### config.mk
export PLATFORM = sky130hd
export DESIGN_NAME = mem_arbiter
export DESIGN_NICKNAME = d
export VERILOG_FILES = /design/src/rtl/mem_arbiter.sv
export SDC_FILE = /design/constraint.sdc
export NUM_CORES = 1
export LEC_CHECK = 0
export CAP_MARGIN = 5
export CELL_PAD_IN_SITES_DETAIL_PLACEMENT = 0
export CELL_PAD_IN_SITES_GLOBAL_PLACEMENT = 1
export CORE_AREA = 2 2 147 149
export CTS_CLUSTER_SIZE = 20
export DETAILED_ROUTE_END_ITERATION = 12
export DIE_AREA = 0 0 149 151
export PLACE_DENSITY = 0.78
export SETUP_SLACK_MARGIN = 0.5
export SYNTH_ARGS = -nofsm -noshare
export SYNTH_HDL_FRONTEND = slang
export SYNTH_SLANG_ARGS = --single-unit
### constraint.sdc
create_clock -name clk -period 1.98 [get_ports clk]
set_input_delay 0.198 -clock clk [delete_from_list [all_inputs] [get_ports clk]]
set_output_delay 0.198 -clock clk [all_outputs]
set_load 0.02 [all_outputs]
### src/rtl/mem_arbiter.sv
// mem_arbiter
// -----------
// Two-port (instruction / data) arbiter in front of a single shared memory
// request channel. One transaction is outstanding at a time. The winning
// port's request is latched into the m_* output registers and held until
// the memory acknowledges or the BUSY wait limit expires. Completion is
// reported to the owning port as a one-cycle done pulse. On a timeout,
// err pulses with done and rdata is cleared.
//
// Parameters
//   XLEN    : address and data width
//   TIMEOUT : maximum number of BUSY cycles to wait for m_ack (2..255)
//
// Configuration macro
//   MEM_ARBITER_RR_EN : defined   -> round-robin tie-break (I wins first tie)
//                       undefined -> fixed priority, D wins every tie
//
// Ports
//   clk, rst_n                           clock, synchronous active-low reset
//   i_req, i_adr                         instruction read request
//   i_rdata, i_done, i_err               instruction completion
//   d_req, d_we, d_adr, d_wdata,
//   d_strobe                             data request
//   d_rdata, d_done, d_err               data completion
//   m_r_v, m_w_v, m_adr, m_data,
//   m_strobe                             shared memory request (registered)
//   m_resp, m_ack                        memory read data and completion
module mem_arbiter #(
  parameter int XLEN    = 32,
  parameter int TIMEOUT = 16
) (
  input  logic            clk,
  input  logic            rst_n,
  input  logic            i_req,
  input  logic [XLEN-1:0] i_adr,
  output logic [XLEN-1:0] i_rdata,
  output logic            i_done,
  output logic            i_err,
  input  logic            d_req,
  input  logic            d_we,
  input  logic [XLEN-1:0] d_adr,
  input  logic [XLEN-1:0] d_wdata,
  input  logic [3:0]      d_strobe,
  output logic [XLEN-1:0] d_rdata,
  output logic            d_done,
  output logic            d_err,
  output logic            m_r_v,
  output logic            m_w_v,
  output logic [XLEN-1:0] m_adr,
  output logic [XLEN-1:0] m_data,
  output logic [3:0]      m_strobe,
  input  logic [XLEN-1:0] m_resp,
  input  logic            m_ack
);

  typedef enum logic {IDLE = 1'b0, BUSY = 1'b1} state_e;

  localparam logic       OWNER_I  = 1'b0;
  localparam logic       OWNER_D  = 1'b1;
  // Last counter value before the wait limit; the counter is 0 in the
  // first BUSY cycle, so TIMEOUT BUSY cycles elapse before giving up.
  localparam logic [7:0] CNT_LAST = 8'(TIMEOUT - 1);

  state_e            state_q, state_d;
  logic              owner_q, owner_d;
  logic [7:0]        cnt_q, cnt_d;
  logic              m_r_v_q, m_r_v_d;
  logic              m_w_v_q, m_w_v_d;
  logic [XLEN-1:0]   m_adr_q, m_adr_d;
  logic [XLEN-1:0]   m_data_q, m_data_d;
  logic [3:0]        m_strobe_q, m_strobe_d;
  logic [XLEN-1:0]   i_rdata_q, i_rdata_d;
  logic              i_done_q, i_done_d;
  logic              i_err_q, i_err_d;
  logic [XLEN-1:0]   d_rdata_q, d_rdata_d;
  logic              d_done_q, d_done_d;
  logic              d_err_q, d_err_d;

  logic              i_elig;
  logic              d_elig;
  logic              grant_d;
  logic              finish;
  logic [XLEN-1:0]   fin_data;

  // A port completing this cycle is still dropping its request, so it
  // must not be granted again on the stale req.
  assign i_elig = i_req & ~i_done_q;
  assign d_elig = d_req & ~d_done_q;

  // Completion happens on ack, or when the wait limit is reached; ack in
  // the limit cycle wins, so the data/err choice keys off m_ack alone.
  assign finish   = (state_q == BUSY) & (m_ack | (cnt_q == CNT_LAST));
  assign fin_data = m_ack ? m_resp : {XLEN{1'b0}};

`ifdef MEM_ARBITER_RR_EN
  logic last_d_q, last_d_d;

  // On a tie, the port that was not served most recently wins.
  assign grant_d = d_elig & (~i_elig | ~last_d_q);

  // Last-served port register; resets to D so I takes the first tie.
  always_ff @(posedge clk) begin
    if (!rst_n) begin
      last_d_q <= 1'b1;
    end else begin
      last_d_q <= last_d_d;
    end
  end
`else
  // Fixed priority: D wins whenever it is eligible.
  assign grant_d = d_elig;
`endif

  // Next-state, request latching and completion reporting.
  always_comb begin
    state_d    = state_q;
    owner_d    = owner_q;
    cnt_d      = cnt_q;
    m_r_v_d    = m_r_v_q;
    m_w_v_d    = m_w_v_q;
    m_adr_d    = m_adr_q;
    m_data_d   = m_data_q;
    m_strobe_d = m_strobe_q;
    i_rdata_d  = i_rdata_q;
    i_done_d   = 1'b0;
    i_err_d    = 1'b0;
    d_rdata_d  = d_rdata_q;
    d_done_d   = 1'b0;
    d_err_d    = 1'b0;
`ifdef MEM_ARBITER_RR_EN
    last_d_d   = last_d_q;
`endif

    case (state_q)
      IDLE: begin
        if (i_elig | d_elig) begin
          state_d = BUSY;
          owner_d = grant_d;
          cnt_d   = 8'd0;
`ifdef MEM_ARBITER_RR_EN
          last_d_d = grant_d;
`endif
          if (grant_d) begin
            m_r_v_d    = ~d_we;
            m_w_v_d    = d_we;
            m_adr_d    = d_adr;
            m_data_d   = d_wdata;
            m_strobe_d = d_strobe;
          end else begin
            // Instruction fetches are always full-word reads.
            m_r_v_d    = 1'b1;
            m_w_v_d    = 1'b0;
            m_adr_d    = i_adr;
            m_data_d   = {XLEN{1'b0}};
            m_strobe_d = 4'hF;
          end
        end else begin
          state_d = IDLE;
        end
      end

      BUSY: begin
        if (finish) begin
          state_d    = IDLE;
          cnt_d      = 8'd0;
          m_r_v_d    = 1'b0;
          m_w_v_d    = 1'b0;
          m_adr_d    = {XLEN{1'b0}};
          m_data_d   = {XLEN{1'b0}};
          m_strobe_d = 4'h0;
          if (owner_q == OWNER_D) begin
            d_rdata_d = fin_data;
            d_done_d  = 1'b1;
            d_err_d   = ~m_ack;
          end else begin
            i_rdata_d = fin_data;
            i_done_d  = 1'b1;
            i_err_d   = ~m_ack;
          end
        end else begin
          cnt_d = cnt_q + 8'd1;
        end
      end

      default: begin
        state_d = IDLE;
      end
    endcase
  end

  // State and output registers; reset abandons any transaction in flight.
  always_ff @(posedge clk) begin
    if (!rst_n) begin
      state_q    <= IDLE;
      owner_q    <= OWNER_I;
      cnt_q      <= 8'd0;
      m_r_v_q    <= 1'b0;
      m_w_v_q    <= 1'b0;
      m_adr_q    <= {XLEN{1'b0}};
      m_data_q   <= {XLEN{1'b0}};
      m_strobe_q <= 4'h0;
      i_rdata_q  <= {XLEN{1'b0}};
      i_done_q   <= 1'b0;
      i_err_q    <= 1'b0;
      d_rdata_q  <= {XLEN{1'b0}};
      d_done_q   <= 1'b0;
      d_err_q    <= 1'b0;
    end else begin
      state_q    <= state_d;
      owner_q    <= owner_d;
      cnt_q      <= cnt_d;
      m_r_v_q    <= m_r_v_d;
      m_w_v_q    <= m_w_v_d;
      m_adr_q    <= m_adr_d;
      m_data_q   <= m_data_d;
      m_strobe_q <= m_strobe_d;
      i_rdata_q  <= i_rdata_d;
      i_done_q   <= i_done_d;
      i_err_q    <= i_err_d;
      d_rdata_q  <= d_rdata_d;
      d_done_q   <= d_done_d;
      d_err_q    <= d_err_d;
    end
  end

  assign m_r_v    = m_r_v_q;
  assign m_w_v    = m_w_v_q;
  assign m_adr    = m_adr_q;
  assign m_data   = m_data_q;
  assign m_strobe = m_strobe_q;
  assign i_rdata  = i_rdata_q;
  assign i_done   = i_done_q;
  assign i_err    = i_err_q;
  assign d_rdata  = d_rdata_q;
  assign d_done   = d_done_q;
  assign d_err    = d_err_q;

endmodule

=== Word level (Yosys, flattened, before mapping) ===
Cells that the tools add are included.

* Register bits after elaboration: 148
* Latch bits: 0
* Memory bits (writable): 0
* Memory bits (read-only): 0
* Bits of input ports: 138
* Output and inout port bits: 138
* Memories: 0

* Add/subtract/negate cells: 1
* Multipliers: 0
* Div/mod/pow operators: 0
* $lt $le $gt $ge: 0
* Eq/ne operators: 3
* Shift-type cells: 0
* Muxes and demuxes: 27
* Bitwise operators: 13
* Reductions and logical operators: 7

{| class="wikitable"
|+ Operators by type and width
! operator !! count
|-
| 2-to-1 mux 32 bit || 6
|-
| case mux 32 bit (2 select lines) || 2
|-
| 2-to-1 mux 8 bit || 2
|-
| case mux 8 bit (2 select lines) || 1
|-
| 2-to-1 mux 4 bit || 3
|-
| 2-to-1 mux 1 bit || 9
|-
| AND reduction 3 bit || 3
|-
| adder 8 x 1 -> 8 bit, second input constant || 1
|-
| == test 8 x 4 -> 1 bit, second input constant || 1
|-
| NOT 1 bit || 8
|-
| case mux 4 bit (2 select lines) || 1
|-
| case mux 1 bit (2 select lines) || 3
|-
| AND reduction 2 bit || 2
|-
| AND reduction 4 bit || 1
|-
| OR reduction 4 bit || 1
|-
| AND 1 bit || 3
|-
| != test 2 x 1 -> 1 bit, second input constant || 1
|-
| != test 2 bit, second input constant || 1
|-
| bitwise OR 1 bit || 2
|}

=== Depth between registers and ports, before layout ===
* Depth after elaboration: 5
* Mapped depth: 8

=== Worst setup path after synthesis ===
OpenSTA, ideal clock, no wires.

* Path kind: flip-flop to flip-flop
* From: register cnt_q[7]
* To: register m_adr_q[10] (netlist: m_adr[10])
* Setup time: 0.116 ns
* Arrival: 1.630 ns
* Path slack: 0.235 ns
* Cell stages (with the launch flop): 7
* Path buffers: 2
* Clock period less this slack: 1.745 ns
* Path through: dfxtp_1 -> or3_1 -> o31a_1 -> or2_1 -> buf_6 -> buf_6 -> a31o_1

* Word-level cells in the longest chain between the ends: 5

{| class="wikitable"
|+ RTL lines
! what !! line !! source
|-
| start: declaration || 66 || <nowiki>logic [7:0] cnt_q, cnt_d;</nowiki>
|-
| start signal: assignment || 211 || <nowiki>cnt_q <= cnt_d;</nowiki>
|-
| == test 8 x 4 -> 1 bit || 92 || <nowiki>assign finish = (state_q == BUSY) & (m_ack | (cnt_q == CNT_LAST));</nowiki>
|-
| bitwise OR 1 bit || 92 ||
|-
| AND 1 bit || 92 ||
|-
| != test 2 x 1 -> 1 bit (no source line) || - ||
|-
| AND reduction 2 bit (no source line) || - ||
|-
| end signal: assignment || 199 || <nowiki>m_adr_q <= {XLEN{1'b0}};</nowiki>
|-
| end signal: assignment || 214 || <nowiki>m_adr_q <= m_adr_d;</nowiki>
|-
| end: declaration || 69 || <nowiki>logic [XLEN-1:0] m_adr_q, m_adr_d;</nowiki>
|}

No other way between the ends.
A chain may end at the register's enable or synchronous reset.

=== Worst setup path in the final report ===
* From: register cnt_q[7]
* To: register m_adr_q[1] (netlist: m_adr[1])

The elaborated chain is that of the path after synthesis.

==> results by group <==
Floorplan
  – Horizontal die dimension: 149 um
  – Die Outline Area: 22500 sq um
  – Boundary pin count: 276
  – Area of the core region: 20800 sq um
  – Initial core utilization: 29.8%
  – Die outline height: 151 um
  – Number of standard-cell rows in the floorplan: 53

Clocking
  – Maximum buffer depth of the clock tree: 2
  – CTS H-tree lvls: 4
  – TritonCTS sink count: 148
  – CTS tree: built
  – CTS buffer count: 17
  – Clk Latency, worst-skew pair: 420 ps
  – Cell at the root of the clock tree: clkbuf_16
  – CTS clock-pin slew for the worst setup and hold paths: 70 ps

Power and ir drop
  – Switching pwr: 2340 uW
  – Switching part of the total power: 28.6%
  – VDD IR max: 0.000440 V
  – Cell Int Power: ~5800 uW
  – Relative contribution of sequential cells to total power: around two fifths
  – Combinational group share of total power: 19.8%
  – Fraction of power consumed by the clock network: 41.1%
  – Power per unit of standard cell area: 770 nW/um^2
  – Total power of the final layout: about 8000 uW
  – Leakage power of the design: 0.00459 uW

Worst setup path
  – Stage delay of the slowest cell on the critical path: 380 ps
  – Reg-to-reg startpoint: cnt_q[7]$_SDFFE_PN0P_
  – Arrival time at the worst endpoint: 2150 ps
  – Data required, critical path: 2290 ps
  – Critical Path End Type: flip-flop
  – R2r endpoint: m_adr[1]$_SDFFE_PN0P_
  – Setup slack on the worst flop-to-flop path: 140 ps
  – R2r worst-path depth: 5
  – Cell Chain, Critical Path: or3_4 -> o31a_1 -> or2_4 -> buf_12 -> a31o_4
  – Critical-path top delay cell: or3_4
  – Top fanout value on the critical path: 7
  – Class of the most critical setup path: flip-flop to flip-flop
  – Type of element launching the critical path: flip-flop

Synth
  – Number of standard cells after synthesis: 714
  – Sequential fraction of the synthesis area: between 40% and 50%
  – Mapped Area: 6200 sq um
  – Count of cell types in the netlist: just over 40
  – Syn nets: 853
  – Synthesized area divided by synthesized cell count: 8.68 sq um
  – FF+latch count, synth: about 150
  – Number of synthesis warnings: 0

STA
  – Finish-stage setup viols: 0
  – Minimum period implied by the final worst setup slack: 1840 ps
  – Layout Skew: 11.7 ps
  – Final cycle utilization of the critical path: 93.0%
  – Slew @ Worst Pin: 568 ps
  – Final hold violation count: 0
  – Final sum of negative setup slack: 0 ps
  – Number of pins exceeding their max-slew limit in the final report: 0
  – Final worst slack: 139 ps
  – RSZ-0062 raised after global routing: yes
  – Max transition margin: a little over 60%
  – Achievable Freq: 543 MHz
  – Hold_ws: 192 ps

Final layout
  – Final design utilization: 51.0%
  – Number of antenna cells inserted: 0
  – Filler Cells Inserted: 1976
  – Share of final-layout standard cells stronger than drive strength 1: 14.3%
  – Syn-to-layout area delta: 71.5%
  – Number of nets in the finished design: 1135

Detailed routing
  – Via total after detailed routing: 6407
  – Detailed-route vias per instance: 4.99
  – Detailed Route Iter0 Violations: 245
  – Final ANT Viol Nets: 0
  – DR WL/cell: around 18 um
  – Wire length after detailed routing: between 20000 and 25000 um
  – Number of iterations in the first detailed-routing pass: 6
  – DRC violations left: 0

GRT
  – Grt ovf: 0
  – Number of antenna violations at the first check in global routing: 0
  – Maximum number of pins on one net before global-route repair: 70
  – Via count of the first global-routing pass: 6014
  – Global-route total usage across every layer: 18.9%
  – First-pass GRT wire length: between 30000 and 40000 um

Run status
  – Result of the run: finished, final reports clean

Min path
  – WHS Endpoint: d_done$_SDFF_PN0_
  – Number of cells on the worst hold path: 2
  – Worst min path class: input port to flip-flop
  – Startpoint of the worst hold path: rst_n

Placed design
  – Post-detailed-placement half-perimeter wirelength: 14000 um
  – Final weighted congestion of routability-driven global placement: 0.765
  – Count of port buffers added during placement: 275
  – Setup WS pre-CTS: between 70 and 80 ps

Run
  – Max-capacitance violation count: 0
[placed cells by master (no fill, tap or decap), types with 25 or more instances in the layout]
cell type and count:
dfxtp_1 142, nand2_1 37, nand3_1 39, o21ai_0 70
nor2_1 102, dlygate4sd2_1 138, a22o_1 33, mux2i_1 33
nor4_1 25, a31oi_1 31, clkdlybuf4s50_1 136, a31o_1 30
[synthesized netlist by cell type]
master     count  area (sq um)
a21boi_0       2          15.0
a21o_1         2          15.0
a21oi_1       33           165
a22o_1        33           289
a22oi_1        1          7.51
a31o_1        30           263
a31o_2         2          17.5
a31oi_1       32           200
and2_1         2          12.5
and3_1         3          18.8
and3b_1        1          8.76
and4b_1        1          10.0
buf_1          4          15.0
buf_2         11          55.1
buf_4          2          15.0
buf_6          6          67.6
clkbuf_1      51           191
dfxtp_1      148          2960
ha_1           1          12.5
mux2i_1       33           330
nand2_1       37           139
nand2b_1       6          37.5
nand3_1       40           200
nand3b_1       2          15.0
nand4_1        1          6.26
nand4b_1       2          17.5
nor2_1       103           387
nor2b_1        4          25.0
nor3_1         4          20.0
nor3b_1        2          15.0
nor3b_2        1          12.5
nor4_1        32           200
nor4bb_1       1          10.0
o211a_1        1          10.0
o21a_1         2          15.0
o21ai_0       70           350
o2bb2ai_1      4          35.0
o31a_1         1          8.76
or2_1          1          6.26
or3_1          1          6.26
or4_1          1          7.51
[critical path, delay by kind of cell (launching register included)]
| kind | cells | cell delay (ps) |
|---|---|---|
| AOI/OAI and AO/OA | 2 | 540 |
| buffers and inverters | 1 | 150 |
| DFF | 1 | 320 |
| and+or+nand+nor | 2 | 720 |
[logic make-up (layout without fill, tap and decap cells)]
| kind of cell | Yosys count | in the layout | share of synthesized area, % |
|---|---|---|---|
| muxes | 33 | 33 | 5.33 |
| AOI/OAI and AO/OA | 213 | 213 | 22.5 |
| and+or+nand+nor | 245 | 245 | 18.6 |
| adders and majority gates | 1 | 1 | 0.202 |
| DFF | 148 | 148 | 47.8 |
| buffers and inverters | 74 | 369 | 5.55 |
[state kept, by name, summed over array words and instances, names as in the netlist]
signal / flops
d_rdata: 32
i_rdata: 32
m_adr: 32
m_data: 32
cnt_q: 8
m_strobe: 4
d_done: 1
d_err: 1
i_done: 1
i_err: 1
m_r_v: 1
m_w_v: 1
owner_q: 1
state_q: 1
[area by class of cell]
| type | count | area (sq um) | share of cell area, % |
|---|---|---|---|
| Tap cell | 275 | 344 | 3.24 |
| Timing Repair Buffer | 337 | 3550 | 33.4 |
| Sequential cell | 148 | 2970 | 28.0 |
| Clock buffer | 17 | 425 | 4.00 |
| Clock inverter | 15 | 188 | 1.77 |
| Multi-Input combinational cell | 492 | 3150 | 29.7 |
[routing by layer]
layer	share of wire [%]	global-route usage, %
met2	46	30.5
met5	0	0
met3	10	8.13
met1	43	23.5
met4	1.0	4.29
[how the worst max path moves through the flow]
stage                          startpoint                       end  slack [ps]  cells past startpoint
finish              cnt_q[7]$_SDFFE_PN0P_     m_adr[1]$_SDFFE_PN0P_         140                      5
global route        cnt_q[7]$_SDFFE_PN0P_  d_rdata[13]$_SDFFE_PN0P_          90                      8
CTS                 cnt_q[7]$_SDFFE_PN0P_     m_adr[1]$_SDFFE_PN0P_         160                      5
detailed placement                  d_req     m_adr[1]$_SDFFE_PN0P_          80                      6
global placement                    d_req     m_adr[0]$_SDFFE_PN0P_          90                      6
floorplan           cnt_q[7]$_SDFFE_PN0P_    m_adr[10]$_SDFFE_PN0P_         250                      6
[through the flow]
stage,cell area [sq um],cells
global placement,9300,1219
finish,10600,1284
global route,10600,1284
detailed placement,9300,1219
CTS,10100,1269
floorplan,6240,714
[power by group through the flow]
stage	clock network [uW]	logic (uW)	registers [uW]
after floorplan	0	552	3420
after global placement	0	1460	3270
after detailed placement	0	1460	3270
after CTS	3470	1480	3200
after global routing	3590	1730	3220
final	3370	1620	3200
[what timing repair did]
action / CTS / global route
resized for setup: 155 / 48
cloned: 7 / 10
pin swaps: 3 / 39
hold endpoints to repair: 0 / 0
setup endpoints to repair: 285 / 147
buffers inserted: 11 / 5
hold buffers: 0 / 0
Power figures use the tool's default switching activity.
